--- src/rtl/proc_ctrl_seq_if.sv ---
`default_nettype none
// ============================================================================
// Module   : proc_ctrl_seq_if
// Purpose  : Bundle carrying the sequencer's handshake and control signals
//            between the control sequencer and the processor datapath.
// Signals  : run, din[8:0], g_nz         -> into the sequencer
//            sel[9:0], r_in[7:0], a_in,
//            g_in, ir_in, add_sub, done  <- out of the sequencer
// Modports : master - the control sequencer (drives bus select / enables)
//            slave  - the datapath side (drives run/din/g_nz, consumes rest)
// Revision : 1.0 - initial release
// ============================================================================
interface proc_ctrl_seq_if;
  logic       run;
  logic [8:0] din;
  logic       g_nz;
  logic [9:0] sel;
  logic [7:0] r_in;
  logic       a_in;
  logic       g_in;
  logic       ir_in;
  logic       add_sub;
  logic       done;

  modport master (
    input  run, din, g_nz,
    output sel, r_in, a_in, g_in, ir_in, add_sub, done
  );

  modport slave (
    output run, din, g_nz,
    input  sel, r_in, a_in, g_in, ir_in, add_sub, done
  );
endinterface
`default_nettype wire

--- src/rtl/proc_ctrl_seq.sv ---
`default_nettype none
// ============================================================================
// Module   : proc_ctrl_seq
// Purpose  : Control sequencer for the simple processor datapath. Fetches a
//            9-bit instruction {op, x, y} in T0 and steps through T1..T3,
//            issuing the one-hot bus select, register/A/G load enables, the
//            ALU add/subtract control and a one-cycle done strobe.
// Ports    : clk    - rising-edge clock
//            reset  - asynchronous active-high reset
//            bus    - proc_ctrl_seq_if.master (run, din, g_nz in;
//                     sel, r_in, a_in, g_in, ir_in, add_sub, done out)
// Config   : PROC_CTRL_MVNZ_EN - when defined, opcode 100 is MVNZ (move
//            R[y] to R[x] only if g_nz); otherwise opcode 100 is a NOP and
//            g_nz is ignored.
// Revision : 1.0 - initial release
// ============================================================================
module proc_ctrl_seq (
  input  wire               clk,
  input  wire               reset,
  proc_ctrl_seq_if.master   bus
);

  typedef enum logic [1:0] {
    T0 = 2'd0,
    T1 = 2'd1,
    T2 = 2'd2,
    T3 = 2'd3
  } state_t;

  localparam logic [2:0] c_op_mv   = 3'b000;
  localparam logic [2:0] c_op_mvi  = 3'b001;
  localparam logic [2:0] c_op_add  = 3'b010;
  localparam logic [2:0] c_op_sub  = 3'b011;
`ifdef PROC_CTRL_MVNZ_EN
  localparam logic [2:0] c_op_mvnz = 3'b100;
`endif

  localparam logic [9:0] c_sel_din = 10'b0000000001;
  localparam logic [9:0] c_sel_g   = 10'b1000000000;

  state_t     r_state;
  logic [8:0] r_ir;

  logic [2:0] w_op;
  logic [2:0] w_x;
  logic [2:0] w_y;

  logic [9:0] w_sel;
  logic [7:0] w_r_in;
  logic       w_a_in;
  logic       w_g_in;
  logic       w_ir_in;
  logic       w_add_sub;
  logic       w_done;

  assign w_op = r_ir[8:6];
  assign w_x  = r_ir[5:3];
  assign w_y  = r_ir[2:0];

  // Register k sits on bus select bit k+1 (bit 0 is DIN).
  function automatic logic [9:0] reg_sel(input logic [2:0] k);
    reg_sel = 10'b0000000010 << k;
  endfunction

  function automatic logic [7:0] reg_load(input logic [2:0] k);
    reg_load = 8'b00000001 << k;
  endfunction

  // --------------------------------------------------------------------------
  // State register and instruction register. IR is only written on the
  // fetch edge, so it stays stable for the whole of T1..T3.
  // --------------------------------------------------------------------------
  always_ff @(posedge clk or posedge reset) begin
    if (reset) begin
      r_state <= T0;
      r_ir    <= 9'b0;
    end else begin
      case (r_state)
        T0: begin
          if (bus.run) begin
            r_ir    <= bus.din;
            r_state <= T1;
          end
        end
        T1: begin
          if (w_op == c_op_add || w_op == c_op_sub) begin
            r_state <= T2;
          end else begin
            r_state <= T0;
          end
        end
        T2:      r_state <= T3;
        T3:      r_state <= T0;
        default: r_state <= T0;
      endcase
    end
  end

  // --------------------------------------------------------------------------
  // Output decode. Combinational from state and IR so the datapath sees the
  // controls in the same cycle the state is entered.
  // --------------------------------------------------------------------------
  always_comb begin
    w_sel     = c_sel_din;
    w_r_in    = 8'b0;
    w_a_in    = 1'b0;
    w_g_in    = 1'b0;
    w_ir_in   = 1'b0;
    w_add_sub = 1'b0;
    w_done    = 1'b0;

    case (r_state)
      T0: begin
        // Reset gates the fetch strobe so nothing is captured while held.
        w_ir_in = bus.run & ~reset;
      end
      T1: begin
        case (w_op)
          c_op_mv: begin
            w_sel  = reg_sel(w_y);
            w_r_in = reg_load(w_x);
            w_done = 1'b1;
          end
          c_op_mvi: begin
            w_sel  = c_sel_din;
            w_r_in = reg_load(w_x);
            w_done = 1'b1;
          end
          c_op_add, c_op_sub: begin
            w_sel  = reg_sel(w_x);
            w_a_in = 1'b1;
          end
`ifdef PROC_CTRL_MVNZ_EN
          c_op_mvnz: begin
            w_sel  = reg_sel(w_y);
            w_r_in = bus.g_nz ? reg_load(w_x) : 8'b0;
            w_done = 1'b1;
          end
`endif
          default: begin
            // Unassigned opcodes retire as a NOP in a single execute cycle.
            w_done = 1'b1;
          end
        endcase
      end
      T2: begin
        w_sel     = reg_sel(w_y);
        w_g_in    = 1'b1;
        w_add_sub = (w_op == c_op_sub);
      end
      T3: begin
        w_sel  = c_sel_g;
        w_r_in = reg_load(w_x);
        w_done = 1'b1;
      end
      default: begin
        w_sel = c_sel_din;
      end
    endcase
  end

`ifndef PROC_CTRL_MVNZ_EN
  // g_nz has no consumer when MVNZ is compiled out.
  logic w_unused;
  assign w_unused = bus.g_nz;
`endif

  assign bus.sel     = w_sel;
  assign bus.r_in    = w_r_in;
  assign bus.a_in    = w_a_in;
  assign bus.g_in    = w_g_in;
  assign bus.ir_in   = w_ir_in;
  assign bus.add_sub = w_add_sub;
  assign bus.done    = w_done;

endmodule
`default_nettype wire

--- src/flat_wrapper.sv ---
// flat-port wrapper written by rule: the top's interface ports become plain ports
module proc_ctrl_seq_flat 
  (clk, reset, bus_run, bus_din, bus_g_nz, bus_sel, bus_r_in, bus_a_in, bus_g_in, bus_ir_in, bus_add_sub, bus_done);
  proc_ctrl_seq_if bus_i ();
  input  wire clk;
  input  wire reset;
  input wire logic [$bits(bus_i.run)-1:0] bus_run;
  input wire logic [$bits(bus_i.din)-1:0] bus_din;
  input wire logic [$bits(bus_i.g_nz)-1:0] bus_g_nz;
  output wire logic [$bits(bus_i.sel)-1:0] bus_sel;
  output wire logic [$bits(bus_i.r_in)-1:0] bus_r_in;
  output wire logic [$bits(bus_i.a_in)-1:0] bus_a_in;
  output wire logic [$bits(bus_i.g_in)-1:0] bus_g_in;
  output wire logic [$bits(bus_i.ir_in)-1:0] bus_ir_in;
  output wire logic [$bits(bus_i.add_sub)-1:0] bus_add_sub;
  output wire logic [$bits(bus_i.done)-1:0] bus_done;
  assign bus_i.run = bus_run;
  assign bus_i.din = bus_din;
  assign bus_i.g_nz = bus_g_nz;
  assign bus_sel = bus_i.sel;
  assign bus_r_in = bus_i.r_in;
  assign bus_a_in = bus_i.a_in;
  assign bus_g_in = bus_i.g_in;
  assign bus_ir_in = bus_i.ir_in;
  assign bus_add_sub = bus_i.add_sub;
  assign bus_done = bus_i.done;
  proc_ctrl_seq u_core (.clk(clk), .reset(reset), .bus(bus_i));
endmodule
--- config.mk ---
export PLATFORM = sky130hd
export DESIGN_NAME = proc_ctrl_seq_flat
export DESIGN_NICKNAME = d
export VERILOG_FILES = /design/src/rtl/proc_ctrl_seq_if.sv /design/src/rtl/proc_ctrl_seq.sv /design/src/flat_wrapper.sv
export SDC_FILE = /design/constraint.sdc
export NUM_CORES = 1
export LEC_CHECK = 0
export CAP_MARGIN = 20
export CORE_MARGIN = 4
export CORE_UTILIZATION = 43
export DETAILED_ROUTE_END_ITERATION = 6
export PLACE_DENSITY = 0.93
export SYNTH_ARGS = -nofsm -noshare
export SYNTH_HDL_FRONTEND = slang
export SYNTH_SLANG_ARGS = --single-unit
--- constraint.sdc ---
create_clock -name clk -period 2.4 [get_ports clk]
set_clock_uncertainty 0.1 [all_clocks]
set_input_delay 0.36 -clock clk [delete_from_list [all_inputs] [get_ports clk]]
set_output_delay 0.36 -clock clk [all_outputs]
set_load 0.02 [all_outputs]
==> run metrics <==
status completed; IO Port Bufs 34; DRC 0; setup total negative slack 0 ns; ant diodes 0; Reg area 277 µm²; HPWL Detailed 1.55 mm; non-filler cells, final 131; largest net degree at the start of global routing 14; worst hold path type input port to asynchronous set/reset pin; initial antenna violation count 0; post-CTS resize count 8; CTS Sinks 11; R2R cell count 4; drt pass-1 iters 4; measured slew at the worst slew-check pin 0.351 ns; CP cell instances and2b_4 > and4_2 > clkdlybuf4s50_1; DRT antenna net count 0; CP Launch Type register; io pins 36; die footprint 0.00249 mm²; first-pass GRT wire length 3.12 mm; Die Y 49.9 µm; max-cap violations 0; Final Cycle Share 0.965; worst ir drop on vdd 0.824 mV; Slowest-stage cell, CP clkdlybuf4s50_1; CTS root buf clkbuf_4; worst-skew pair later-pin latency 0.26 ns; Rows 14; RSZ-0062 raised after global routing false; Clock Path Buffers 2; worst r2r src u_core.r_state[0]$_DFFE_PP0P_; setup repair bufs after CTS 0; Worst EP required 1.94 ns; routed via count 708; starting density of the core 0.479; CTS Buf Count 3; Fin. Hold Viols 0; drt first-iter violations 18; number of synthesized flops with an enable pin 0; register area share after synthesis 0.365; RePlAce Congestion 0.734; Tot GR Track Use 0.163; Synth Register Bits 11; Critical Path End bus_add_sub; fmax 432 MHz; # setup viols final 0; Crit path max-delay family buffers and inverters; fin. max-slew vios 0; final instance area 0.00112 mm²; # hold bufs at CTS 0; dpl cell area 0.00110 mm²; clk slew on worst S/H paths 0.08 ns; area of the multi-input gates 427 µm²; post-synth net total 90; number of global-route vias before repair 658; share of layout cells above drive strength 1 0.243; Critical R2R Capture u_core.r_ir[4]$_DFFE_PP0P_; Avg Inst Size Synth 9.80 µm²; Inst Count DP 127; post-synthesis cell count 77; WS Path Type register to output port; Ys Warns 0; Area Overhead vs Synth 48.6%; Die X 49.9 µm; crit path time final 2.31 ns; WP buf/inv 1; Distinct cells, synth 27; Async SR Flop Fraction 1.00; Core Util, Final 0.711; pwr/cell area 1140 mW/mm²; # fillers 119; H-Tree Depth 1; CP startpoint u_core.r_state[0]$_DFFE_PP0P_; total grt overflow 0; Slew headroom 0.765; total wire length 1.93 mm; vias per inst 5.40; synthesized area 754 µm²; Arr. time, crit path 1.85 ns; Crit. End Element output port; wire length per cell 14.7 µm; worst-path maximum fanout 6; biggest cell delay along the critical path 0.60 ns; worst reg2reg setup slack 0.77 ns; number of cells on the critical path 3; Synth Flop Type dfrtp_1; fin nets 129; TritonCTS clock tree yes; Leak Pwr 0.508 nW; core area 0.00158 mm²
cell usage in the layout (no fill, tap or decap), types with 2 or more instances in the layout:
master and count:
clkdlybuf4s50_1 25, buf_4 3, dlygate4sd2_1 7, nand2_2 2, mux2_2 4, o21ai_0 4, nor2_1 12, o22ai_1 6
clkbuf_4 3, dfrtp_1 10, inv_1 5, or2_2 2, nand2b_1 4, nand2_1 7, o211ai_1 2
cell type report:
cell class / instances / area share
Sequential cell: 11 / 0.247
Clock buffer: 3 / 0.0201
Tap cell: 16 / 0.0179
Inverter: 5 / 0.0167
Clock inverter: 1 / 0.00446
Timing Repair Buffer: 37 / 0.314
Multi-Input combinational cell: 58 / 0.381
synth_stat cells, types with 2 or more instances:
cell type / number / area, µm²
nor2_1: 12 / 45.0
dfrtp_1: 11 / 275
nand2_1: 7 / 26.3
o22ai_1: 6 / 37.5
inv_1: 5 / 18.8
mux2_2: 4 / 45.0
nand2b_1: 4 / 25.0
o21ai_0: 4 / 20.0
buf_6: 3 / 33.8
nand2_2: 2 / 12.5
o211ai_1: 2 / 15.0
or2_2: 2 / 12.5
kinds of logic (layout without fill, tap and decap cells):
kind of cell,Yosys count,after routing,share of synthesized area
buffers and inverters,8,46,0.0697
AND/OR/NAND/NOR,35,35,0.295
multiplexers,5,5,0.0746
AO/OA/AOI/OAI,18,18,0.196
flip-flops,11,11,0.365
metal layers:
metal	global-route usage	wire length (µm)	vias to the layer above
li1	-	-	345
met1	0.183	789	340
met2	0.306	1030	21
met3	0.0181	84	2
met4	0.0691	21	0
met5	0	0	-
report_power, final:
group	leakage, nW	internal, W	switching [W]
sequential	0.132	0.000277	0.000141
combinational	0.358	0.000346	0.000379
clock	0.0177	0.0000615	0.0000687
total	0.508	0.000685	0.000589
flip-flops by register name, summed over array words and instances (netlist names), named ones only:
name            count
u_core.r_state      1
u_core.r_ir         9
how the worst min path moves through the flow:
stage | endpoint | cells past startpoint
after global routing | u_core.r_ir[1]$_DFFE_PP0P_ | 3
after CTS | u_core.r_ir[0]$_DFFE_PP0P_ | 3
final | u_core.r_ir[0]$_DFFE_PP0P_ | 3
after global placement | u_core.r_ir[3]$_DFFE_PP0P_ | 1
after floorplan | asynchronous set/reset pin | 1
after detailed placement | u_core.r_ir[3]$_DFFE_PP0P_ | 1
worst min-delay path, cell delays in order:
cell	delay, ns
clkdlybuf4s50_1	0.39
inv_1	0.07
buf_4	0.19
per-stage QoR:
step | worst slack (ns) | hold WS [ns] | total power, W
global route | 0.00691 | 0.302 | 0.00136
global placement | 0.117 | 0.455 | 0.00113
detailed placement | 0.0952 | 0.467 | 0.00116
finish | 0.0851 | 0.291 | 0.00127
CTS | 0.0114 | 0.297 | 0.00128
floorplan | 0.449 | 0.117 | 0.000913
No activity file was read; power rests on OpenSTA's default activity.
